[config.mk]
export PLATFORM = sky130hd
export DESIGN_NAME = muldiv_unit_flat
export DESIGN_NICKNAME = d
export VERILOG_FILES = /design/src/rtl/muldiv_pkg.sv /design/src/rtl/muldiv_if.sv /design/src/rtl/muldiv_divider.sv /design/src/rtl/muldiv_unit.sv /design/src/flat_wrapper.sv
export SDC_FILE = /design/constraint.sdc
export NUM_CORES = 2
export LEC_CHECK = 0
export ABC_CLOCK_PERIOD_IN_PS = 7700
export CAP_MARGIN = 20
export CORE_ASPECT_RATIO = 0.8
export CORE_MARGIN = 10
export CORE_UTILIZATION = 59
export CTS_CLUSTER_DIAMETER = 150
export DETAILED_ROUTE_END_ITERATION = 10
export HOLD_SLACK_MARGIN = 0.08
export PLACE_DENSITY_LB_ADDON = 0.08
export SLEW_MARGIN = 10
export SYNTH_ARGS = -nofsm -noshare
export SYNTH_HDL_FRONTEND = slang
export SYNTH_SLANG_ARGS = --single-unit
[constraint.sdc]
create_clock -name clk -period 7.7 [get_ports clk]
set_clock_uncertainty 0.15 [all_clocks]
set_input_delay 2.31 -clock clk [delete_from_list [all_inputs] [get_ports clk]]
set_output_delay 2.31 -clock clk [all_outputs]
set_load 0.005 [all_outputs]
[src/rtl/muldiv_pkg.sv]
// Shared definitions for the HI/LO multiply/divide unit: op encodings,
// FSM state type and multiply-latency bounds.
package muldiv_pkg;

    localparam logic [2:0] OP_MULT  = 3'd0;
    localparam logic [2:0] OP_MULTU = 3'd1;
    localparam logic [2:0] OP_DIV   = 3'd2;
    localparam logic [2:0] OP_DIVU  = 3'd3;
    localparam logic [2:0] OP_MTHI  = 3'd4;
    localparam logic [2:0] OP_MTLO  = 3'd5;

    localparam int MUL_LATENCY_MIN = 1;
    localparam int MUL_LATENCY_MAX = 4;

    typedef enum logic [1:0] {
        ST_IDLE,
        ST_MUL,
        ST_DIV,
        ST_FIX
    } state_t;

endpackage

[src/rtl/muldiv_if.sv]
// Request/response bundle of the multiply/divide unit; the unit sits on the
// slave modport, the issuing pipeline on the master modport.
interface muldiv_if #(
    parameter int WIDTH = 32
);
    logic             start_i;
    logic [2:0]       op_i;
    logic [WIDTH-1:0] a_i;
    logic [WIDTH-1:0] b_i;
    logic             flush_i;
    logic             busy_o;
    logic             done_o;
    logic [WIDTH-1:0] hi_o;
    logic [WIDTH-1:0] lo_o;
    logic             div_zero_o;

    modport master (
        output start_i, op_i, a_i, b_i, flush_i,
        input  busy_o, done_o, hi_o, lo_o, div_zero_o
    );

    modport slave (
        input  start_i, op_i, a_i, b_i, flush_i,
        output busy_o, done_o, hi_o, lo_o, div_zero_o
    );
endinterface

[src/rtl/muldiv_divider.sv]
// Iterative unsigned restoring divider: one quotient bit per i_step, operands
// loaded by i_start; o_last flags the step that produces the final bit.
module muldiv_divider #(
    parameter int WIDTH = 32
) (
    input  logic             clk,
    input  logic             rst,
    input  logic             i_start,
    input  logic             i_step,
    input  logic [WIDTH-1:0] i_dividend,
    input  logic [WIDTH-1:0] i_divisor,
    output logic [WIDTH-1:0] o_quot,
    output logic [WIDTH-1:0] o_rem,
    output logic             o_last
);
    localparam int CNT_W = $clog2(WIDTH);

    logic [WIDTH-1:0] r_quot;
    logic [WIDTH-1:0] r_rem;
    logic [WIDTH-1:0] r_div;
    logic [CNT_W-1:0] r_cnt;
    logic [WIDTH:0]   w_shift;
    logic [WIDTH:0]   w_diff;

    // The partial remainder stays below the divisor, so bit WIDTH of the
    // trial difference is a reliable "would go negative" flag.
    assign w_shift = {r_rem, r_quot[WIDTH-1]};
    assign w_diff  = w_shift - {1'b0, r_div};

    always_ff @(posedge clk or negedge rst) begin
        if (!rst) begin
            r_quot <= '0;
            r_rem  <= '0;
            r_div  <= '0;
            r_cnt  <= '0;
        end else if (i_start) begin
            r_quot <= i_dividend;
            r_rem  <= '0;
            r_div  <= i_divisor;
            r_cnt  <= '0;
        end else if (i_step) begin
            r_cnt <= r_cnt + 1'b1;
            if (!w_diff[WIDTH]) begin
                r_rem  <= w_diff[WIDTH-1:0];
                r_quot <= {r_quot[WIDTH-2:0], 1'b1};
            end else begin
                r_rem  <= w_shift[WIDTH-1:0];
                r_quot <= {r_quot[WIDTH-2:0], 1'b0};
            end
        end
    end

    assign o_quot = r_quot;
    assign o_rem  = r_rem;
    assign o_last = (r_cnt == CNT_W'(WIDTH - 1));

endmodule

[src/rtl/muldiv_unit.sv]
// HI/LO multiply/divide unit with IDLE/MUL/DIV/FIX sequencing.
// Divide support is built only when MULDIV_DIV_EN is defined.
module muldiv_unit
    import muldiv_pkg::*;
#(
    parameter int WIDTH       = 32,
    parameter int MUL_LATENCY = 2
) (
    input  logic     clk,
    input  logic     rst,
    muldiv_if.slave  bus
);
    localparam int CNT_W    = $clog2(MUL_LATENCY_MAX);
    localparam int MUL_WAIT = (MUL_LATENCY > MUL_LATENCY_MIN) ? MUL_LATENCY - 2 : 0;

    state_t             r_state;
    logic [WIDTH-1:0]   r_a;
    logic [WIDTH-1:0]   r_b;
    logic [WIDTH-1:0]   r_hi;
    logic [WIDTH-1:0]   r_lo;
    logic               r_signed;
    logic [CNT_W-1:0]   r_mul_cnt;
    logic               r_done;
    logic               w_accept;
    logic [WIDTH-1:0]   w_mul_a;
    logic [WIDTH-1:0]   w_mul_b;
    logic               w_mul_signed;
    logic [2*WIDTH-1:0] w_ext_a;
    logic [2*WIDTH-1:0] w_ext_b;
    logic [2*WIDTH-1:0] w_prod;

    assign w_accept = (r_state == ST_IDLE) && bus.start_i && !bus.flush_i;

    // A single-cycle multiply completes on the accept edge, so it must see
    // the live operands rather than the latched copies.
    assign w_mul_a      = (MUL_LATENCY == 1) ? bus.a_i : r_a;
    assign w_mul_b      = (MUL_LATENCY == 1) ? bus.b_i : r_b;
    assign w_mul_signed = (MUL_LATENCY == 1) ? (bus.op_i == OP_MULT) : r_signed;
    assign w_ext_a      = {{WIDTH{w_mul_signed & w_mul_a[WIDTH-1]}}, w_mul_a};
    assign w_ext_b      = {{WIDTH{w_mul_signed & w_mul_b[WIDTH-1]}}, w_mul_b};
    assign w_prod       = w_ext_a * w_ext_b;

`ifdef MULDIV_DIV_EN
    logic             r_dz;
    logic             w_op_sdiv;
    logic             w_div_start;
    logic             w_div_last;
    logic             w_div_zero;
    logic             w_q_neg;
    logic             w_r_neg;
    logic [WIDTH-1:0] w_abs_a;
    logic [WIDTH-1:0] w_abs_b;
    logic [WIDTH-1:0] w_quot;
    logic [WIDTH-1:0] w_rem;

    assign w_op_sdiv   = (bus.op_i == OP_DIV);
    assign w_div_start = w_accept && ((bus.op_i == OP_DIV) || (bus.op_i == OP_DIVU));
    assign w_abs_a     = (w_op_sdiv && bus.a_i[WIDTH-1]) ? -bus.a_i : bus.a_i;
    assign w_abs_b     = (w_op_sdiv && bus.b_i[WIDTH-1]) ? -bus.b_i : bus.b_i;
    assign w_div_zero  = (r_b == '0);
    assign w_q_neg     = r_signed && (r_a[WIDTH-1] ^ r_b[WIDTH-1]);
    assign w_r_neg     = r_signed && r_a[WIDTH-1];

    muldiv_divider #(.WIDTH(WIDTH)) u_divider (
        .clk        (clk),
        .rst        (rst),
        .i_start    (w_div_start),
        .i_step     (r_state == ST_DIV),
        .i_dividend (w_abs_a),
        .i_divisor  (w_abs_b),
        .o_quot     (w_quot),
        .o_rem      (w_rem),
        .o_last     (w_div_last)
    );

    assign bus.div_zero_o = r_dz;
`else
    assign bus.div_zero_o = 1'b0;
`endif

    // NOTE: all state here is written with <= so every register samples the
    // pre-edge values, regardless of statement order.
    always_ff @(posedge clk or negedge rst) begin
        if (!rst) begin
            r_state   <= ST_IDLE;
            r_a       <= '0;
            r_b       <= '0;
            r_hi      <= '0;
            r_lo      <= '0;
            r_signed  <= 1'b0;
            r_mul_cnt <= '0;
            r_done    <= 1'b0;
`ifdef MULDIV_DIV_EN
            r_dz      <= 1'b0;
`endif
        end else begin
            r_done <= 1'b0;
`ifdef MULDIV_DIV_EN
            r_dz   <= 1'b0;
`endif
            case (r_state)
                ST_IDLE: begin
                    if (w_accept) begin
                        r_a      <= bus.a_i;
                        r_b      <= bus.b_i;
                        r_signed <= (bus.op_i == OP_MULT) || (bus.op_i == OP_DIV);
                        case (bus.op_i)
                            OP_MULT, OP_MULTU: begin
                                if (MUL_LATENCY == 1) begin
                                    {r_hi, r_lo} <= w_prod;
                                    r_done       <= 1'b1;
                                end else begin
                                    r_state   <= ST_MUL;
                                    r_mul_cnt <= CNT_W'(MUL_WAIT);
                                end
                            end
`ifdef MULDIV_DIV_EN
                            OP_DIV, OP_DIVU: r_state <= ST_DIV;
`endif
                            OP_MTHI: begin
                                r_hi   <= bus.a_i;
                                r_done <= 1'b1;
                            end
                            OP_MTLO: begin
                                r_lo   <= bus.a_i;
                                r_done <= 1'b1;
                            end
                            default: r_done <= 1'b1;
                        endcase
                    end
                end
                ST_MUL: begin
                    if (bus.flush_i) begin
                        r_state <= ST_IDLE;
                    end else if (r_mul_cnt == '0) begin
                        {r_hi, r_lo} <= w_prod;
                        r_done       <= 1'b1;
                        r_state      <= ST_IDLE;
                    end else begin
                        r_mul_cnt <= r_mul_cnt - 1'b1;
                    end
                end
`ifdef MULDIV_DIV_EN
                ST_DIV: begin
                    if (bus.flush_i) begin
                        r_state <= ST_IDLE;
                    end else if (w_div_last) begin
                        r_state <= ST_FIX;
                    end
                end
                ST_FIX: begin
                    r_state <= ST_IDLE;
                    if (!bus.flush_i) begin
                        r_done <= 1'b1;
                        r_dz   <= w_div_zero;
                        if (w_div_zero) begin
                            r_lo <= '1;
                            r_hi <= r_a;
                        end else begin
                            r_lo <= w_q_neg ? -w_quot : w_quot;
                            r_hi <= w_r_neg ? -w_rem  : w_rem;
                        end
                    end
                end
`endif
                default: r_state <= ST_IDLE;
            endcase
        end
    end

    assign bus.busy_o = (r_state != ST_IDLE);
    assign bus.done_o = r_done;
    assign bus.hi_o   = r_hi;
    assign bus.lo_o   = r_lo;

endmodule

[src/flat_wrapper.sv]
// flat-port wrapper written by rule: the top's interface ports become plain ports
module muldiv_unit_flat import muldiv_pkg::*;
#(
    parameter int WIDTH       = 32,
    parameter int MUL_LATENCY = 2
)
  (clk, rst, bus_start_i, bus_op_i, bus_a_i, bus_b_i, bus_flush_i, bus_busy_o, bus_done_o, bus_hi_o, bus_lo_o, bus_div_zero_o);
  muldiv_if #(.WIDTH(WIDTH)) bus_i ();
  input  logic clk;
  input  logic rst;
  input wire logic [$bits(bus_i.start_i)-1:0] bus_start_i;
  input wire logic [$bits(bus_i.op_i)-1:0] bus_op_i;
  input wire logic [$bits(bus_i.a_i)-1:0] bus_a_i;
  input wire logic [$bits(bus_i.b_i)-1:0] bus_b_i;
  input wire logic [$bits(bus_i.flush_i)-1:0] bus_flush_i;
  output wire logic [$bits(bus_i.busy_o)-1:0] bus_busy_o;
  output wire logic [$bits(bus_i.done_o)-1:0] bus_done_o;
  output wire logic [$bits(bus_i.hi_o)-1:0] bus_hi_o;
  output wire logic [$bits(bus_i.lo_o)-1:0] bus_lo_o;
  output wire logic [$bits(bus_i.div_zero_o)-1:0] bus_div_zero_o;
  assign bus_i.start_i = bus_start_i;
  assign bus_i.op_i = bus_op_i;
  assign bus_i.a_i = bus_a_i;
  assign bus_i.b_i = bus_b_i;
  assign bus_i.flush_i = bus_flush_i;
  assign bus_busy_o = bus_i.busy_o;
  assign bus_done_o = bus_i.done_o;
  assign bus_hi_o = bus_i.hi_o;
  assign bus_lo_o = bus_i.lo_o;
  assign bus_div_zero_o = bus_i.div_zero_o;
  muldiv_unit #(.WIDTH(WIDTH), .MUL_LATENCY(MUL_LATENCY)) u_core (.clk(clk), .rst(rst), .bus(bus_i));
endmodule
==> impl_metrics.env <==
export IMPL_start_util_pct=59.9
export IMPL_fin_ws_ns=-0.123
export IMPL_slowest_stage="fa_2"
export IMPL_finalInstanceArea_sq_um=52400
export IMPL_synth_enable_flop_cells=0
export IMPL_crit_arrival_ns=8.05
export IMPL_rsz0062_at_grt="true"
export IMPL_dpl_worst_slack_ns=-0.429
export IMPL_gr_total_overflow=0
export IMPL_ys_ff_latch=133
export IMPL_synth_distinct_cells=63
export IMPL_worstPathMaxFanout=5
export IMPL_async_flop_share_pct=100
export IMPL_outcome="finished, violations left"
export IMPL_synthesis_area_sq_um=43500
export IMPL_period_needed_ns=7.82
export IMPL_crit_path_end_kind="flip-flop"
export IMPL_multi_input_area_sq_um=36600
export IMPL_synth_top_area_share_pct=51.8
export IMPL_post_drt_via_cell_ratio=5.57
export IMPL_die_area_sq_um=85000
export IMPL_die_h_microns=263
export IMPL_synthTopCellsByArea="fa_1 (52%), inv_1 (9.6%), dfrtp_1 (7.7%)"
export IMPL_drc=0
export IMPL_syn_mean_instance_area_sq_um=9.33
export IMPL_worstMarginPinSlew_ns=0.851
export IMPL_nNetsFinal=6468
export IMPL_core_region_area_sq_um=72600
export IMPL_syn_num_nets=6069
export IMPL_hold_viol_final=0
export IMPL_core_rowCount=88
export IMPL_cts_sinks=133
export IMPL_drt_pass1_iter_count=5
export IMPL_max_freq_ghz=0.128
export IMPL_yosysTopAreaCell="fa_1"
export IMPL_yosysWarnings=0
export IMPL_wl_mm=133
export IMPL_ys_seq_area_share_pct=7.66
export IMPL_grt_pass1_wl_mm=207
export IMPL_setup_viol=13
export IMPL_fillers=5308
export IMPL_grt_max_degree=63
export IMPL_crit_required_ns=7.93
export IMPL_vias=33501
export IMPL_crit_path_frequent_cell="fa_1"
export IMPL_synthFlopType="dfrtp_1"
export IMPL_drv_cap=0
export IMPL_wl_per_cell_microns=22.1
export IMPL_startpoint_type="flip-flop"
export IMPL_min_period_over_period_pct=102
export IMPL_gp_congestion=0.997
export IMPL_cts_buffers=17
export IMPL_ys_top_cells_by_count="fa_1 (1125), inv_1 (1107), nand2_1 (790)"
export IMPL_slowest_delay_ns=0.63
export IMPL_violations="negative setup slack"
export IMPL_design_portCount=138
export IMPL_grt_pass1_vias=35495
export IMPL_yosysMostFrequentCell="fa_1"
export IMPL_io_buffers=136
export IMPL_clk_pin_slew_ns=0.07
export IMPL_areaGrowthSynthToFinish_pct=20.6
export IMPL_grt_usage_pct=31.4
export IMPL_dp_hpwl_mm=109
export IMPL_postRouteAntennaNets=0
export IMPL_worstSetupPathType="reg2reg"
export IMPL_placed_area_sq_um=49500
export IMPL_seqCellArea_sq_um=3350
export IMPL_cts_tree="yes"
export IMPL_maxSlewViolCount=0
export IMPL_die_w_microns=323
export IMPL_hp_class="reg2reg"
export IMPL_layout_drive_gt1_share_pct=18.5
export IMPL_slew_headroom_pct=43.0
export IMPL_drt_iter0_markers=2841
export IMPL_antenna_found_initial=5
export IMPL_clock_latency_ns=0.45
export IMPL_clock_path_buffers=2
export IMPL_htree_levels=4
export IMPL_cts_root_buf="clkbuf_16"
export IMPL_syn_inst=4660
per-stage QoR:
stage	util (%)	instances	hold WS (ns)	TNS [ns]
floorplan	-	4660	0.307	0
global placement	68.2	5917	0.304	-3.77
detailed placement	68.2	5917	0.320	-4.86
CTS	70.0	5969	0.334	-0.153
global route	72.3	6018	0.361	-5.73
finish	72.3	6018	0.330	-0.860
layout by cell type, fill, tap and decap left out, types with 18 or more instances in the layout:
cell,Yosys,layout
clkdlybuf4s50_1,0,135
nor2b_1,18,18
ha_4,0,35
xnor2_1,50,40
fa_1,1125,1071
inv_2,0,62
ha_1,213,176
buf_6,0,39
nor2_1,62,54
and2_1,359,348
xor2_1,24,18
clkbuf_16,0,25
fa_2,0,54
a21o_1,35,33
o21ai_0,87,62
dfrtp_1,133,117
buf_12,0,91
o21ai_1,22,27
a21oi_2,2,24
a21oi_1,101,71
inv_1,1107,1044
mux2_2,64,64
nand2_1,790,774
buf_4,3,370
path summary, 6_finish.rpt:
check / start / endpoint / slack (ns) / depth (start not counted)
worst max-delay path: u_core.r_signed / u_core.bus.hi_o[21] / -0.12 / 28
min in group asynchronous: rst / u_core.r_b[13] / 1.71 / 1
worst max register to register: u_core.r_signed / u_core.bus.hi_o[21] / -0.12 / 28
worst min-delay path: u_core.bus.lo_o[21] / u_core.bus.lo_o[21] / 0.33 / 2
worst min register to register: u_core.bus.lo_o[21] / u_core.bus.lo_o[21] / 0.33 / 2
max in group asynchronous: rst / u_core.r_a[18] / 4.36 / 2
logic make-up (layout without fill, tap and decap cells):
family,after synthesis,count (layout),share of synthesized area [%]
AND/OR/NAND/NOR,1339,1339,14.4
other,1,2,0.00863
multiplexers,80,80,2.03
flip-flops,133,133,7.66
adder cells (fa/ha/maj),1338,1338,57.9
buffers and inverters,1371,1783,11.9
AO/OA/AOI/OAI,324,324,4.58
XOR/XNOR,74,74,1.49
registers in the layout (all words and copies together) (netlist names):
register,cells
u_core.r_state,1
u_core.r_mul_cnt,2
u_core.bus.hi_o,32
u_core.r_a,32
u_core.r_signed,1
u_core.r_b,32
u_core.bus.lo_o,32
u_core.bus.done_o,1
cell type report:
cell class / count / area share, %
multi-input combinational: 3156 / 69.7
timing repair buffer: 644 / 12.6
clock inverter: 15 / 0.293
inverter: 1107 / 7.93
antenna: 1 / 0.00477
clock buffer: 17 / 0.811
sequential: 133 / 6.38
tap: 945 / 2.25
metal layers:
layer | part of all wire, % | track usage, % | vias to the layer above | wire [microns]
met5 | 0.14 | 0 | - | 187
met4 | 1.8 | 5.74 | 6 | 2450
met3 | 13 | 9.07 | 197 | 16900
met2 | 43 | 44.8 | 1687 | 57200
met1 | 42 | 47.5 | 17349 | 56100
li1 | - | - | 14262 | -
critical path: cells and delay by family (launching register included):
family / cells / cell delay (ns)
adders and majority gates: 9 / 4.48
buffers and inverters: 10 / 1.12
AOI/OAI and AO/OA: 6 / 0.99
DFF: 1 / 0.49
and+or+nand+nor: 2 / 0.36
xor gates and xnor gates: 1 / 0.15
repair_timing:
item                                    in CTS  in global routing
endpoints found under the hold margin        0                  0
endpoints found under the setup margin      26                 40
gates resized for setup                    131                294
pin swaps                                   78                257
hold buffers                                 0                  0
setup buffers                               22                 49
gates cloned                                 0                  8
Power is left out: the tool's default activity adds up to more than one toggle a clock period on the data nets, which glitch-free logic cannot reach.
